`src/rtl/dreimann_turn_ctrl.sv`:
```
`default_nettype none
// ============================================================================
//  Module   : dreimann_turn_ctrl
//  Purpose  : Three-player dice turn controller with debounced roll button,
//             roll timeout, result hold and extra roll on a six.
//  Revision : 1.0 - initial release
// ============================================================================
module dreimann_turn_ctrl #(
    parameter int DEBOUNCE_CYCLES = 4,
    parameter int HOLD_CYCLES     = 16,
    parameter int TIMEOUT_CYCLES  = 255
) (
    input  logic       clk,
    input  logic       rst,
    input  logic       btn,
    input  logic       roll_done,
    input  logic [2:0] dice_val,
    output logic       roll_start,
    output logic [1:0] player,
    output logic [2:0] dice_q,
    output logic       show,
    output logic       busy,
    output logic       err
);

    typedef enum logic [1:0] {
        ST_IDLE = 2'd0,
        ST_ROLL = 2'd1,
        ST_SHOW = 2'd2,
        ST_NEXT = 2'd3
    } state_t;

    localparam int c_DB_W    = (DEBOUNCE_CYCLES > 1) ? $clog2(DEBOUNCE_CYCLES) : 1;
    localparam int c_HOLD_W  = (HOLD_CYCLES > 1) ? $clog2(HOLD_CYCLES) : 1;
    localparam int c_TO_BITS = $clog2(TIMEOUT_CYCLES + 1);
    localparam int c_TO_W    = (c_TO_BITS > 8) ? c_TO_BITS : 8;

    localparam logic [c_DB_W-1:0]   c_DB_LAST   = c_DB_W'(DEBOUNCE_CYCLES - 1);
    localparam logic [c_DB_W-1:0]   c_DB_ONE    = c_DB_W'(1);
    localparam logic [c_HOLD_W-1:0] c_HOLD_LAST = c_HOLD_W'(HOLD_CYCLES - 1);
    localparam logic [c_HOLD_W-1:0] c_HOLD_ONE  = c_HOLD_W'(1);
    localparam logic [c_TO_W-1:0]   c_TO_LAST   = c_TO_W'(TIMEOUT_CYCLES - 1);
    localparam logic [c_TO_W-1:0]   c_TO_ONE    = c_TO_W'(1);

    logic                r_sync1, r_sync2;
    logic                r_db_level;
    logic [c_DB_W-1:0]   r_db_cnt;
    logic                r_armed;
    logic [c_DB_W-1:0]   r_arm_cnt;
    logic                w_db_flip;
    logic                w_press;

    state_t              r_state, w_state_nxt;
    logic [c_HOLD_W-1:0] r_hold_cnt, w_hold_nxt;
    logic [c_TO_W-1:0]   r_to_cnt, w_to_nxt;
    logic [2:0]          r_dice_q, w_dice_nxt;
    logic [1:0]          r_player, w_player_nxt;
    logic                r_roll_start, w_roll_start_nxt;
    logic                r_err, w_err_nxt;

    always_ff @(posedge clk or posedge rst) begin
        if (rst) begin
            r_sync1 <= 1'b0;
            r_sync2 <= 1'b0;
        end else begin
            r_sync1 <= btn;
            r_sync2 <= r_sync1;
        end
    end

    assign w_db_flip = (r_sync2 != r_db_level) && (r_db_cnt == c_DB_LAST);
    assign w_press   = w_db_flip && r_sync2 && r_armed;

    // Presses are only armed once the button has been seen low, debounced,
    // so a button already held through reset cannot start a roll.
    always_ff @(posedge clk or posedge rst) begin
        if (rst) begin
            r_db_level <= 1'b0;
            r_db_cnt   <= '0;
            r_armed    <= 1'b0;
            r_arm_cnt  <= '0;
        end else begin
            if (r_sync2 != r_db_level) begin
                if (w_db_flip) begin
                    r_db_level <= r_sync2;
                    r_db_cnt   <= '0;
                end else begin
                    r_db_cnt <= r_db_cnt + c_DB_ONE;
                end
            end else begin
                r_db_cnt <= '0;
            end
            if (!r_armed) begin
                if (!r_db_level && !r_sync2) begin
                    if (r_arm_cnt == c_DB_LAST) r_armed <= 1'b1;
                    else                        r_arm_cnt <= r_arm_cnt + c_DB_ONE;
                end else begin
                    r_arm_cnt <= '0;
                end
            end
        end
    end

    always_comb begin
        w_state_nxt      = r_state;
        w_hold_nxt       = r_hold_cnt;
        w_to_nxt         = r_to_cnt;
        w_dice_nxt       = r_dice_q;
        w_player_nxt     = r_player;
        w_roll_start_nxt = 1'b0;
        w_err_nxt        = 1'b0;
        case (r_state)
            ST_IDLE: begin
                if (w_press) begin
                    w_state_nxt      = ST_ROLL;
                    w_roll_start_nxt = 1'b1;
                    w_to_nxt         = '0;
                end
            end
            ST_ROLL: begin
                if (roll_done) begin
                    if ((dice_val != 3'd0) && (dice_val != 3'd7)) begin
                        w_dice_nxt  = dice_val;
                        w_hold_nxt  = c_HOLD_LAST;
                        w_state_nxt = ST_SHOW;
                    end else begin
                        w_err_nxt   = 1'b1;
                        w_state_nxt = ST_IDLE;
                    end
                end else if (r_to_cnt == c_TO_LAST) begin
                    w_err_nxt   = 1'b1;
                    w_state_nxt = ST_IDLE;
                end else if (r_to_cnt != '1) begin
                    w_to_nxt = r_to_cnt + c_TO_ONE;
                end
            end
            ST_SHOW: begin
                if (r_hold_cnt == '0) w_state_nxt = ST_NEXT;
                else                  w_hold_nxt  = r_hold_cnt - c_HOLD_ONE;
            end
            ST_NEXT: begin
                w_state_nxt = ST_IDLE;
                // A six grants the same player another roll.
                if (r_dice_q != 3'd6)
                    w_player_nxt = (r_player >= 2'd2) ? 2'd0 : r_player + 2'd1;
            end
            default: w_state_nxt = ST_IDLE;
        endcase
    end

    always_ff @(posedge clk or posedge rst) begin
        if (rst) begin
            r_state      <= ST_IDLE;
            r_hold_cnt   <= '0;
            r_to_cnt     <= '0;
            r_dice_q     <= 3'd0;
            r_player     <= 2'd0;
            r_roll_start <= 1'b0;
            r_err        <= 1'b0;
        end else begin
            r_state      <= w_state_nxt;
            r_hold_cnt   <= w_hold_nxt;
            r_to_cnt     <= w_to_nxt;
            r_dice_q     <= w_dice_nxt;
            r_player     <= w_player_nxt;
            r_roll_start <= w_roll_start_nxt;
            r_err        <= w_err_nxt;
        end
    end

    assign roll_start = r_roll_start;
    assign player     = r_player;
    assign dice_q     = r_dice_q;
    assign show       = (r_state == ST_SHOW);
    assign busy       = (r_state != ST_IDLE);
    assign err        = r_err;

endmodule
`default_nettype wire

```
`config.mk`:
```
export PLATFORM = sky130hd
export DESIGN_NAME = dreimann_turn_ctrl
export DESIGN_NICKNAME = d
export VERILOG_FILES = /design/src/rtl/dreimann_turn_ctrl.sv
export SDC_FILE = /design/constraint.sdc
export NUM_CORES = 1
export LEC_CHECK = 0
export CORE_ASPECT_RATIO = 1.1
export CORE_MARGIN = 4
export CORE_UTILIZATION = 55
export DETAILED_ROUTE_END_ITERATION = 6
export GPL_ROUTABILITY_DRIVEN = 1
export PLACE_DENSITY = 0.77
export SYNTH_ARGS = -nofsm -noshare
export SYNTH_HDL_FRONTEND = slang
export SYNTH_SLANG_ARGS = --single-unit
```
`constraint.sdc`:
```
create_clock -name clk -period 2.5 [get_ports clk]
set_input_delay 0.25 -clock clk [delete_from_list [all_inputs] [get_ports clk]]
set_output_delay 0.25 -clock clk [all_outputs]
set_load 0.03 [all_outputs]
```
==> impl_metrics.env <==
export IMPL_finalCritPeriodShare=0.810
export IMPL_end_kind="output port"
export IMPL_ios=16
export IMPL_ys_types=39
export IMPL_nFillCells=193
export IMPL_path_max_fanout=6
export IMPL_postCtsHoldBufs=0
export IMPL_drt_iter0_markers=38
export IMPL_grt_pass1_wl_mm=4.93
export IMPL_synth_area_mm2=0.00149
export IMPL_min_period_ns=2.02
export IMPL_overflow=0
export IMPL_cts_made_buffers=5
export IMPL_syn_instance_count=144
export IMPL_synthArstFlopShare=1.00
export IMPL_cts_max_level=2
export IMPL_clkLatencyLatePin_ns=0.33
export IMPL_drc=0
export IMPL_ys_flop_type="dfrtp_1"
export IMPL_synth_seq_cells=29
export IMPL_max_clock_freq_mhz=494
export IMPL_synth_edf_count=0
export IMPL_cts_tree="built"
export IMPL_tightest_slew_ns=0.498
export IMPL_via_per_inst=5.91
export IMPL_hpwl_mm=2.00
export IMPL_io_buffer_count=15
export IMPL_run_status="finished clean"
export IMPL_clock_sinks=29
export IMPL_num_vias=1159
export IMPL_synth_area_leader_cell="dfrtp_1"
export IMPL_rsz0062_at_grt="no"
export IMPL_seq_area_um2=726
export IMPL_syn_to_final_growth_pct=16.5
export IMPL_cts_setup_buffers=0
export IMPL_setup_violations_final=0
export IMPL_start_kind="flip-flop"
export IMPL_hold_viol=0
export IMPL_synth_top_area_share=0.486
export IMPL_yosysSeqAreaShare=0.486
export IMPL_antenna_cells=0
export IMPL_holdCritPathClass="input port to asynchronous set/reset pin"
export IMPL_die_x_um=57.7
export IMPL_rows=19
export IMPL_power_density_mw_per_mm2=1060
export IMPL_floorplan_initialDensity=0.587
export IMPL_drive_gt1_frac=0.133
export IMPL_grt_max_degree=30
export IMPL_drt_total_wl_mm=2.75
export IMPL_synth_avg_cell_area_um2=10.4
export IMPL_ys_warn_count=0
export IMPL_max_cap_viol_count=0
export IMPL_fin_nets=177
export IMPL_cts_buffer_depth=2
export IMPL_fp_dieArea_mm2=0.00361
export IMPL_crit_type="flip-flop to output port"
export IMPL_antenna_found_initial=0
export IMPL_final_antenna_net_count=0
export IMPL_worst_ep_required_time_ns=2.25
export IMPL_syn_num_nets=157
export IMPL_arrival_ns=1.77
export IMPL_power_leakage_uw=0.000781
export IMPL_dp_cells=188
export IMPL_maxSlewHeadroom=0.666
export IMPL_wl_per_cell_um=14.0
export IMPL_place_gp_congestion=0.851
export IMPL_stdcell_count=196
export IMPL_core_area_mm2=0.00254
export IMPL_slew_violations=0
export IMPL_drt_first_pass_iters=4
export IMPL_ys_top_cells_by_area="dfrtp_1 49%, ha_1 5.0%, o31ai_2 4.2%, o31ai_1 3.5%, inv_1 3.0%"
export IMPL_grt_pass1_vias=1170
export IMPL_gr_usage_all_layers=0.176
export IMPL_die_h_um=62.7
export IMPL_clk_pin_slew_ns=0.10
export IMPL_vdd_drop_max_mv=0.686
export IMPL_tns_ns=0
export IMPL_post_cts_resized=0
export IMPL_multiInputGateArea_um2=699
export IMPL_skew_ns=0.0119
export IMPL_cts_root_buf="clkbuf_4"
-- worst max-delay path: stages, from the launching register on --
cell and delay [ns]:
dfrtp_1 0.46, nand2b_1 0.24, inv_2 0.09, clkdlybuf4s50_1 0.67
-- cell usage after synthesis (2+ instances only) --
cell      instances
a21o_1            2
a21oi_1           4
a221oi_1          2
a31oi_1           2
and3_1            3
and4_1            2
dfrtp_1          29
ha_1              6
inv_1            12
mux2_2            3
mux2i_1           2
nand2_1          10
nand2b_1          4
nand3_1           6
nor2_1           11
nor2b_1           2
nor3_1            4
o21ai_0           8
o31ai_1           7
o31ai_2           5
or3_1             2
-- final cells by class --
type | instances | share of cell area
multi-input combinational | 99 | 0.402
clock inverter | 1 | 0.00288
tap | 31 | 0.0223
clock buffer | 7 | 0.0374
timing repair buffer | 16 | 0.0906
sequential | 29 | 0.417
inverter | 13 | 0.0280
-- stage by stage --
stage / setup WS (ns) / power (µW) / cell area, µm² / hold slack (ns) / utilization
2_1_floorplan: 0.746 / 1300 / 1490 / 0.281 / -
3_5_place_dp: 0.525 / 1530 / 1670 / 0.347 / 0.657
4_1_cts: 0.455 / 1870 / 1740 / 0.290 / 0.684
6_report: 0.475 / 1850 / 1740 / 0.279 / 0.684
5_1_grt: 0.366 / 2000 / 1740 / 0.327 / 0.684
3_3_place_gp: 0.545 / 1490 / 1670 / 0.334 / 0.657
-- report_power, final --
part / switching [µW] / total [µW] / internal, µW
Sequential: 146 / 767 / 622
Clock: 163 / 325 / 163
Combinational: 431 / 758 / 327
-- layout by cell type (no fill, tap or decap), types with 4 or more instances in the layout --
master	instances
nand2_1	10
nand3_1	6
o31ai_1	7
clkdlybuf4s50_1	15
o31ai_2	5
a21oi_1	4
nor2_1	11
o21ai_0	8
ha_1	6
clkbuf_4	5
dfrtp_1	29
nand2b_1	4
nor3_1	4
inv_1	12
-- flip-flops by register name (all words and copies together), names as in the netlist, named ones only --
| signal | flops |
|---|---|
| dice_q | 3 |
| err | 1 |
| player | 2 |
| r_arm_cnt | 2 |
| r_armed | 1 |
| r_db_cnt | 2 |
| r_db_level | 1 |
| r_hold_cnt | 4 |
| r_state | 1 |
| r_sync1 | 1 |
| r_sync2 | 1 |
| r_to_cnt | 8 |
| roll_start | 1 |
-- final timing paths --
check | start | to | cells after the start | slack [ns]
max | r_state[0] | show | 3 | 0.48
min | rst | r_to_cnt[0] | 3 | 0.28
max reg2reg | r_sync2 | r_to_cnt[7] | 6 | 0.51
min reg2reg | r_sync1 | r_sync2 | 0 | 0.36
max in group asynchronous | rst | r_state[0] | 3 | 1.95
min in group clk | r_sync1 | r_sync2 | 0 | 0.36
-- metal layers --
layer	routed length, µm	GRT usage	vias to the layer above
met5	0	0	-
met4	91	0.107	0
met3	100	0.0579	10
met2	1360	0.273	24
met1	1200	0.207	565
li1	-	-	560
-- kinds of logic (layout without fill, tap and decap cells) --
group | count (synthesis) | after routing | share of synthesized area
adders and majority gates | 6 | 6 | 0.0502
buffers and inverters | 16 | 37 | 0.0461
muxes | 6 | 6 | 0.0435
AOI/OAI and AO/OA | 37 | 37 | 0.188
and+or+nand+nor | 50 | 50 | 0.186
DFF | 29 | 29 | 0.486
(Power assumes the default switching activity.)
